### config.mk
export PLATFORM = sky130hd
export DESIGN_NAME = uart_tx_arbiter_flat
export DESIGN_NICKNAME = d
export VERILOG_FILES = /design/src/rtl/uart_tx_arbiter_if.sv /design/src/rtl/uart_tx_arbiter.sv /design/src/flat_wrapper.sv
export SDC_FILE = /design/constraint.sdc
export NUM_CORES = 1
export LEC_CHECK = 0
export ABC_AREA = 1
export CAP_MARGIN = 20
export CORE_MARGIN = 2
export CORE_UTILIZATION = 50
export CTS_BUF_LIST = sky130_fd_sc_hd__clkbuf_8
export DETAILED_ROUTE_END_ITERATION = 6
export PLACE_DENSITY = 0.93
export SLEW_MARGIN = 10
export SYNTH_ARGS = -nofsm -noshare
export SYNTH_HDL_FRONTEND = slang
export SYNTH_SLANG_ARGS = --single-unit
export TNS_END_PERCENT = 5
### constraint.sdc
create_clock -name sys_clk -period 3.3 [get_ports sys_clk]
set_input_delay 0.33 -clock sys_clk [delete_from_list [all_inputs] [get_ports sys_clk]]
set_output_delay 0.33 -clock sys_clk [all_outputs]
set_load 0.1 [all_outputs]
### src/rtl/uart_tx_arbiter_if.sv
// Handshake bundle between requesters, the round-robin arbiter and the shared UART transmitter.
// The arbiter takes the slave modport; client/transmitter-side logic takes master.
interface uart_tx_arbiter_if #(
   parameter int NUM_REQ = 4,
   parameter int DW      = 24
);
   localparam int GW = (NUM_REQ > 1) ? $clog2(NUM_REQ) : 1;

   logic [NUM_REQ-1:0]    req;
   logic [NUM_REQ*DW-1:0] req_data;
   logic [NUM_REQ-1:0]    ack;
   logic                  ack_err;
   logic                  uart_tx_req;
   logic [DW-1:0]         uart_tx_data;
   logic                  uart_txs_done;
   logic                  busy;
   logic [GW-1:0]         grant_id;

   modport slave (
      input  req, req_data, uart_txs_done,
      output ack, ack_err, uart_tx_req, uart_tx_data, busy, grant_id
   );

   modport master (
      output req, req_data, uart_txs_done,
      input  ack, ack_err, uart_tx_req, uart_tx_data, busy, grant_id
   );
endinterface

### src/rtl/uart_tx_arbiter.sv
// Round-robin arbiter sharing one multi-byte UART transmitter between NUM_REQ requesters,
// with a done watchdog and an optional idle gap after each frame.
module uart_tx_arbiter #(
   parameter int NUM_REQ     = 4,
   parameter int DW          = 24,
   parameter int TIMEOUT_CYC = 20000,
   parameter int GAP_CYC     = 16
) (
   input  logic             sys_clk,
   input  logic             rst,
   uart_tx_arbiter_if.slave bus
);
   localparam int GW    = (NUM_REQ > 1) ? $clog2(NUM_REQ) : 1;
   localparam int WD_W  = $clog2(TIMEOUT_CYC) + 1;
   localparam int GAP_W = $clog2(GAP_CYC) + 1;
   localparam logic [WD_W-1:0]  WD_LAST  = WD_W'(TIMEOUT_CYC - 1);
   localparam logic [GAP_W-1:0] GAP_LAST = GAP_W'((GAP_CYC > 0) ? GAP_CYC - 1 : 0);

   typedef enum logic [1:0] {IDLE, ISSUE, WAIT, GAP} state_t;

   state_t               state_reg, state_next;
   logic [GW-1:0]        last_reg, last_next;
   logic [GW-1:0]        grant_reg, grant_next;
   logic [DW-1:0]        data_reg, data_next;
   logic                 tx_req_reg, tx_req_next;
   logic [NUM_REQ-1:0]   ack_reg, ack_next;
   logic                 ack_err_reg, ack_err_next;
   logic                 busy_reg, busy_next;
   logic [WD_W-1:0]      wd_reg, wd_next;
   logic [GAP_W-1:0]     gap_reg, gap_next;

   logic [DW-1:0]        lane [NUM_REQ];
   logic                 sel_valid;
   logic [GW-1:0]        sel_idx;
   logic                 done_hit;
   logic                 timeout_hit;

   genvar gi;
   generate
      for (gi = 0; gi < NUM_REQ; gi++) begin : g_lane
         assign lane[gi] = bus.req_data[gi*DW +: DW];
      end
   endgenerate

   // Walk from the offset farthest from last down to last+1 so the nearest requester wins.
   always_comb begin
      int idx;
      idx       = 0;
      sel_valid = 1'b0;
      sel_idx   = '0;
      for (int off = NUM_REQ; off >= 1; off--) begin
         idx = int'(last_reg) + off;
         if (idx >= NUM_REQ) idx = idx - NUM_REQ;
         if (bus.req[GW'(idx)]) begin
            sel_valid = 1'b1;
            sel_idx   = GW'(idx);
         end
      end
   end

   // Done beats a simultaneous watchdog expiry.
   assign done_hit    = (state_reg == WAIT) && bus.uart_txs_done;
   assign timeout_hit = (state_reg == WAIT) && !bus.uart_txs_done && (wd_reg == WD_LAST);

   always_ff @(posedge sys_clk or posedge rst) begin
      if (rst) begin
         state_reg   <= IDLE;
         last_reg    <= GW'(NUM_REQ - 1);
         grant_reg   <= '0;
         data_reg    <= '0;
         tx_req_reg  <= 1'b0;
         ack_reg     <= '0;
         ack_err_reg <= 1'b0;
         busy_reg    <= 1'b0;
         wd_reg      <= '0;
         gap_reg     <= '0;
      end else begin
         state_reg   <= state_next;
         last_reg    <= last_next;
         grant_reg   <= grant_next;
         data_reg    <= data_next;
         tx_req_reg  <= tx_req_next;
         ack_reg     <= ack_next;
         ack_err_reg <= ack_err_next;
         busy_reg    <= busy_next;
         wd_reg      <= wd_next;
         gap_reg     <= gap_next;
      end
   end

   always_comb begin
      state_next = state_reg;
      case (state_reg)
         IDLE:  if (sel_valid) state_next = ISSUE;
         ISSUE: state_next = WAIT;
         WAIT:  if (done_hit || timeout_hit) state_next = (GAP_CYC == 0) ? IDLE : GAP;
         GAP:   if (gap_reg == GAP_LAST) state_next = IDLE;
         default: state_next = IDLE;
      endcase
   end

   always_comb begin
      last_next    = last_reg;
      grant_next   = grant_reg;
      data_next    = data_reg;
      tx_req_next  = 1'b0;
      ack_next     = '0;
      ack_err_next = 1'b0;
      busy_next    = (state_next != IDLE);
      wd_next      = wd_reg;
      gap_next     = gap_reg;
      case (state_reg)
         IDLE: begin
            if (sel_valid) begin
               last_next   = sel_idx;
               grant_next  = sel_idx;
               data_next   = lane[sel_idx];
               tx_req_next = 1'b1;
            end
         end
         ISSUE: wd_next = '0;
         WAIT: begin
            if (done_hit || timeout_hit) begin
               ack_next[grant_reg] = 1'b1;
               ack_err_next        = timeout_hit;
               gap_next            = '0;
            end else begin
               wd_next = wd_reg + WD_W'(1);
            end
         end
         GAP: if (gap_reg != GAP_LAST) gap_next = gap_reg + GAP_W'(1);
         default: ;
      endcase
   end

   assign bus.ack          = ack_reg;
   assign bus.ack_err      = ack_err_reg;
   assign bus.uart_tx_req  = tx_req_reg;
   assign bus.uart_tx_data = data_reg;
   assign bus.busy         = busy_reg;
   assign bus.grant_id     = grant_reg;
endmodule

### src/flat_wrapper.sv
// flat-port wrapper written by rule: the top's interface ports become plain ports
module uart_tx_arbiter_flat 
#(
   parameter int NUM_REQ     = 4,
   parameter int DW          = 24,
   parameter int TIMEOUT_CYC = 20000,
   parameter int GAP_CYC     = 16
)
  (sys_clk, rst, bus_req, bus_req_data, bus_uart_txs_done, bus_ack, bus_ack_err, bus_uart_tx_req, bus_uart_tx_data, bus_busy, bus_grant_id);
  uart_tx_arbiter_if #(.NUM_REQ(NUM_REQ), .DW(DW)) bus_i ();
  input  logic sys_clk;
  input  logic rst;
  input wire logic [$bits(bus_i.req)-1:0] bus_req;
  input wire logic [$bits(bus_i.req_data)-1:0] bus_req_data;
  input wire logic [$bits(bus_i.uart_txs_done)-1:0] bus_uart_txs_done;
  output wire logic [$bits(bus_i.ack)-1:0] bus_ack;
  output wire logic [$bits(bus_i.ack_err)-1:0] bus_ack_err;
  output wire logic [$bits(bus_i.uart_tx_req)-1:0] bus_uart_tx_req;
  output wire logic [$bits(bus_i.uart_tx_data)-1:0] bus_uart_tx_data;
  output wire logic [$bits(bus_i.busy)-1:0] bus_busy;
  output wire logic [$bits(bus_i.grant_id)-1:0] bus_grant_id;
  assign bus_i.req = bus_req;
  assign bus_i.req_data = bus_req_data;
  assign bus_i.uart_txs_done = bus_uart_txs_done;
  assign bus_ack = bus_i.ack;
  assign bus_ack_err = bus_i.ack_err;
  assign bus_uart_tx_req = bus_i.uart_tx_req;
  assign bus_uart_tx_data = bus_i.uart_tx_data;
  assign bus_busy = bus_i.busy;
  assign bus_grant_id = bus_i.grant_id;
  uart_tx_arbiter #(.NUM_REQ(NUM_REQ), .DW(DW), .TIMEOUT_CYC(TIMEOUT_CYC), .GAP_CYC(GAP_CYC)) u_core (.sys_clk(sys_clk), .rst(rst), .bus(bus_i));
endmodule
After elaboration in Yosys (flattened, before gate mapping)
Index checks and enable logic that the tools add are counted.
{"block": "classes", "muxes": 44, "n_eq_ne": 9, "n_reduce_logical": 13, "bitwise": 1, "n_lt_le_gt_ge": 11, "add_sub_neg": 10}
{"op": "binary-select mux 24 bit (select 2 bit)", "count": 1}
{"op": "2-to-1 mux 24 bit", "count": 2}
{"op": "case mux 16 bit (2 select lines)", "count": 1}
{"op": "2-to-1 mux 2 bit", "count": 11}
{"op": "2-to-1 mux 1 bit", "count": 17}
{"op": "adder 16 x 1 -> 16 bit (second input constant)", "count": 1}
{"op": "equality test 16 x 15 -> 1 bit (second input constant)", "count": 1}
{"op": "< comparator 2 x 4 -> 1 bit (second input constant)", "count": 4}
{"op": "2-to-1 mux 16 bit", "count": 1}
{"op": "greater-or-equal comparator 3 bit (second input constant)", "count": 4}
{"op": "2-to-1 mux 5 bit", "count": 2}
{"op": "case mux 5 bit (2 select lines)", "count": 1}
{"op": "binary-select mux 1 bit (select 2 bit)", "count": 4}
{"op": "2-to-1 mux 4 bit", "count": 2}
{"op": "case mux 2 bit (4 select lines)", "count": 1}
{"op": "subtractor 2 x 1 -> 2 bit (second input constant)", "count": 4}
{"op": "adder 2 x 2 -> 3 bit (second input constant)", "count": 2}
{"op": "nonzero test 2 bit", "count": 3}
{"op": "adder 5 x 1 -> 5 bit (second input constant)", "count": 1}
{"op": "equality test 5 x 4 -> 1 bit (second input constant)", "count": 1}
{"op": "inequality test 5 x 4 -> 1 bit (second input constant)", "count": 1}
{"op": "adder 2 x 3 -> 4 bit (second input constant)", "count": 1}
{"op": "equality test 2 bit (second input constant)", "count": 2}
{"op": "greater-or-equal comparator 4 x 3 -> 1 bit (second input constant)", "count": 1}
{"op": "14 further kinds", "count": 19}
{"block": "totals", "regBits": 58, "inputBits": 103}

Longest topological paths before layout
{"block": "depth", "ltp_word": 14, "mapped_depth": 16, "ltp_nobuf": 13}

Worst setup path before layout
No wires, ideal clock.
{"block": "synth_timing", "path_type": "reg-to-reg", "from": "reg u_core.last_reg[0]", "to": "reg u_core.data_reg[10] (netlist: u_core.bus.uart_tx_data[10])", "t_required_ns": 3.180, "setup_slack_ns": 1.522, "setup_ns": 0.120, "path_buffers": 3, "path_stages_with_launch": 15, "arrival_time_ns": 1.658, "cell_sequence": "dfstp_2 buf_6 inv_6 nand2_1 nand2_2 nand2_2 nand2_1 inv_2 nand3_2 buf_4 buf_4 nand3_1 nand3_1 nand3_1 nand2_1"}
{"block": "synth_between", "elab_chain_cells": 14}
{"item": "start, declared", "line_no": "uart_tx_arbiter.sv:22", "rtl": "logic [GW-1:0] last_reg, last_next;"}
{"item": "start signal, assigned", "line_no": "uart_tx_arbiter.sv:68", "rtl": "last_reg <= GW'(NUM_REQ - 1);"}
{"item": "start signal, assigned", "line_no": "uart_tx_arbiter.sv:79", "rtl": "last_reg <= last_next;"}
{"item": "adder 2 x 3 -> 4 bit", "line_no": "uart_tx_arbiter.sv:52", "rtl": "idx = int'(last_reg) + off;"}
{"item": "greater-or-equal comparator 4 x 3 -> 1 bit or subtractor 2 x 1 -> 2 bit (tied branches)", "line_no": "uart_tx_arbiter.sv:53", "rtl": "if (idx >= NUM_REQ) idx = idx - NUM_REQ;"}
{"item": "2-to-1 mux 2 bit", "line_no": "uart_tx_arbiter.sv:53"}
{"item": "binary-select mux 1 bit (select 2 bit)", "line_no": "uart_tx_arbiter.sv:54", "rtl": "if (bus.req[GW'(idx)]) begin"}
{"item": "2-to-1 mux 1 bit (implied by the code) (2 in a row)", "line_no": "uart_tx_arbiter.sv:54"}
{"item": "2-to-1 mux 2 bit (4 in a row)", "line_no": "uart_tx_arbiter.sv:54"}
{"item": "inverter 2 -> 3 bit (implied by the code)", "line_no": "uart_tx_arbiter.sv:117", "rtl": "data_next = lane[sel_idx];"}
{"item": "binary-select mux 24 bit (select 2 bit)", "line_no": "uart_tx_arbiter.sv:117"}
{"item": "2-to-1 mux 24 bit (implied by the code) (2 in a row)", "line_no": "uart_tx_arbiter.sv:117"}
{"item": "end signal, assigned", "line_no": "uart_tx_arbiter.sv:81", "rtl": "data_reg <= data_next;"}
{"item": "end, declared", "line_no": "uart_tx_arbiter.sv:24", "rtl": "logic [DW-1:0] data_reg, data_next;"}
Several ways; a longest one is shown, not always the timed one. The select of a mux whose other input is x is not followed.
A chain may end at the register's enable or synchronous reset.

Worst setup path after layout
{"block": "layout_timing", "from": "reg u_core.wd_reg[0]", "to": "reg u_core.wd_reg[0]"}
{"block": "layout_between", "elab_chain_cells": 5}
{"item": "start, declared", "line_no": "uart_tx_arbiter.sv:29", "rtl": "logic [WD_W-1:0] wd_reg, wd_next;"}
{"item": "start signal, assigned", "line_no": "uart_tx_arbiter.sv:86", "rtl": "wd_reg <= wd_next;"}
{"item": "branches (longest 5 deep; another with adder 16 x 1 -> 16 bit)"}
Several ways; the timed one is not identified. The select of a mux whose other input is x is not followed.

==> impl_metrics.py <==
metrics = {
    "die": {
        "initial_core_util": 0.508,
        "ios": 136,
        "fp.dieW_um": 89.4,
        "die-area_sq_mm": 0.00799,
        "die_h_um": 89.4,
        "coreArea_sq_mm": 0.00718,
        "num_rows": 31,
    },
    "synthesis": {
        "syn_area_per_cell_sq_um": 6.97,
        "syn-cell-area_sq_mm": 0.00365,
        "seq_area_frac_synth": 0.399,
        "syn-instance-count": 523,
        "synth_largest_area_cell": "dfrtp_1",
        "synth_nets": 629,
        "ys_ff_latch": 58,
        "synthTopCellsByArea": "dfrtp_1 38%, nand3_1 19%, nand2_1 17%, inv_1 3.3%, nand4_1 3.1%",
        "yosys.area.top_type_share": 0.384,
        "ys_types": 27,
        "synth_warnings": 0,
    },
    "timing": {
        "setup_tns_ns": 0,
        "min_period_ns": 2.45,
        "finalClockSkew_ns": 0.00697,
        "fin_ws_ns": 0.848,
        "holdWs_ns": 0.309,
        "tightest_slew_ns": 1.04,
        "slew_viol_final": 0,
        "fin_crit_sh": 0.743,
        "relSlewSlack": 0.304,
        "hold_violations": 0,
        "max_freq_ghz": 0.408,
        "rsz0062_at_grt": "no",
        "finalSetupViolations": 0,
    },
    "detailed_routing": {
        "first_iter_violations": 342,
        "vias": 4109,
        "route.detailed.drc": 0,
        "wl_um": 10800,
        "drtAntennaViolNets": 0,
        "vias_per_cell": 5.47,
        "drtPass1Iterations": 5,
        "wl_per_cell_um": 14.3,
    },
    "status": {
        "outcome": "finished, final reports clean",
    },
    "cells_and_area": {
        "fin_cells": 751,
        "largest_register_ffs": 24,
        "layout.nets": 753,
        "syn2layout_area_growth_pct": 42.8,
        "layout-drive-gt1-share": 0.0583,
        "finish.instance_area_sq_mm": 0.00521,
        "fillers": 542,
        "diodes": 0,
    },
    "power_and_ir_drop": {
        "max-vdd-ir-drop_v": 0.000956,
        "leakage_uw": 0.00242,
        "seqPwrFrac": 0.186,
        "p_sw_uw": 3630,
        "power_density_mw_per_mm2": 1190,
        "swShare": 0.585,
        "pwr-share-clk": 0.118,
        "p_comb_frac": 0.696,
        "p_int_uw": 2570,
    },
    "critical_path": {
        "cpPeakStageDelay_ns": 0.44,
        "cp_cell_sequence": "ha_1, nand3_1, nor2_1, nand4_1, nand3_1, nand2_1, inv_1, nand2_1, o21ai_0",
        "worstPathMaxFanout": 25,
        "path_class": "flip-flop to flip-flop",
        "crit_required_ns": 3.56,
        "cpMaxStageDelayCell": "dfrtp_1",
        "path_delay_family": "simple AND/OR/NAND/NOR gates",
        "critPathLaunchType": "flip-flop",
        "path_buf_inv": 1,
        "arrival_ns": 2.71,
        "endpoint_kind": "flip-flop",
    },
    "run": {
        "drv_cap": 0,
    },
    "global_routing": {
        "grt_max_degree": 50,
        "grtUsageTotal": 0.281,
        "antenna_found_initial": 0,
        "grt_pass1_vias": 4019,
        "grt_pass1_wl_um": 17500,
        "grt_overflow_total": 0,
    },
    "clock_tree": {
        "cts-buffers-inserted": 9,
        "cts.clk_slew.worst_paths_ns": 0.07,
        "cts-root-buf": "clkbuf_8",
        "post_cts_resized": 0,
        "postCtsHoldBufs": 0,
        "clock_sinks": 58,
        "cts-htree-levels": 3,
        "cts_setup_buffers": 0,
        "max-clock-path-buffers": 2,
        "clk_latency_ns": 0.34,
        "cts_tree": "yes",
    },
    "placed_design": {
        "dp_cells": 735,
        "port_buffers": 135,
        "hpwl_um": 7710,
        "pre_cts_ws_ns": 0.773,
        "placed_area_sq_mm": 0.00499,
        "gp_congestion": 0.977,
    },
    "worst_hold_path": {
        "min-delay-path-class": "primary input to asynchronous set/reset pin",
    },
}
per-stage QoR:
step           utilization  total power (uW)
2_1_floorplan            -              4610
3_3_place_gp         0.696              5320
3_5_place_dp         0.696              5440
4_1_cts              0.726              6190
5_1_grt              0.726              6640
6_report             0.726              6200
synth_stat cells, drive strengths merged:
library cell / instances
nand2: 175
nand3: 141
dfrtp: 56
inv: 36
buf: 26
o21ai: 21
nor2: 20
nand4: 18
nor3: 7
xor2: 7
ha: 3
nor4: 3
a21oi: 2
clkbuf: 2
dfstp: 2
and3: 1
nand3b: 1
o22ai: 1
xnor2: 1
cell families (layout without fill, tap and decap cells):
kind of cell / count (synthesis) / in the layout / share of synthesized area
buffers and inverters: 64 / 193 / 0.0868
and+or+nand+nor: 366 / 366 / 0.452
AOI/OAI and AO/OA: 24 / 24 / 0.0333
adders and majority gates: 3 / 3 / 0.0103
xor gates and xnor gates: 8 / 8 / 0.0192
DFF: 58 / 58 / 0.399
per-layer routing:
metal,vias to the layer above,track usage,part of all wire
met5,-,0,0
li1,1987,-,-
met4,0,0.141,0.024
met1,1878,0.340,0.39
met3,30,0.0720,0.098
met2,214,0.465,0.49
area by class of cell:
cell class	instances	area (sq um)	share of cell area
clock buffer	10	138	0.0264
sequential	58	1450	0.279
inverter	36	140	0.0269
multi-input combinational	401	1880	0.360
timing repair buffer	141	1400	0.268
clock inverter	6	81.3	0.0156
tap	99	124	0.0238
cells in the final DEF (no fill, tap or decap), types with 7 or more instances in the layout:
cell type,netlist,final
dfrtp_1,56,56
clkdlybuf4s50_1,0,135
nor3_1,7,7
nand2_2,7,7
xor2_1,7,7
o21ai_0,19,19
clkbuf_8,0,10
nand3_1,139,139
nand4_1,18,18
nor2_1,19,19
nand2_1,168,168
inv_1,32,32
worst reg2reg max path, delay by kind of cell (launching register included):
family	cells	cell delay, ns
simple gates	6	1.23
flops	1	0.44
buf+inv	1	0.33
fa+ha+maj	1	0.30
compound gates	1	0.08
path summary, 6_finish.rpt:
kind | from | to | slack [ns] | cells past startpoint
worst max-delay path | u_core.wd_reg[0] | u_core.wd_reg[0] | 0.85 | 9
worst min-delay path | rst | u_core.bus.uart_tx_req | 0.31 | 2
worst max register to register | u_core.wd_reg[0] | u_core.wd_reg[0] | 0.85 | 9
worst min register to register | u_core.bus.uart_tx_data[0] | u_core.bus.uart_tx_data[0] | 0.48 | 2
max in group asynchronous | rst | u_core.last_reg[0] | 2.13 | 3
min in group sys_clk | u_core.bus.uart_tx_data[0] | u_core.bus.uart_tx_data[0] | 0.48 | 2
power by group through the flow:
stage	Combinational [uW]	Sequential [uW]	Clock (uW)
2_1_floorplan	2260	2350	0
3_3_place_gp	4170	1150	0
3_5_place_dp	4290	1150	0
4_1_cts	4310	1150	737
5_1_grt	4690	1180	770
6_report	4310	1150	730
Power figures use the tool's default switching activity.
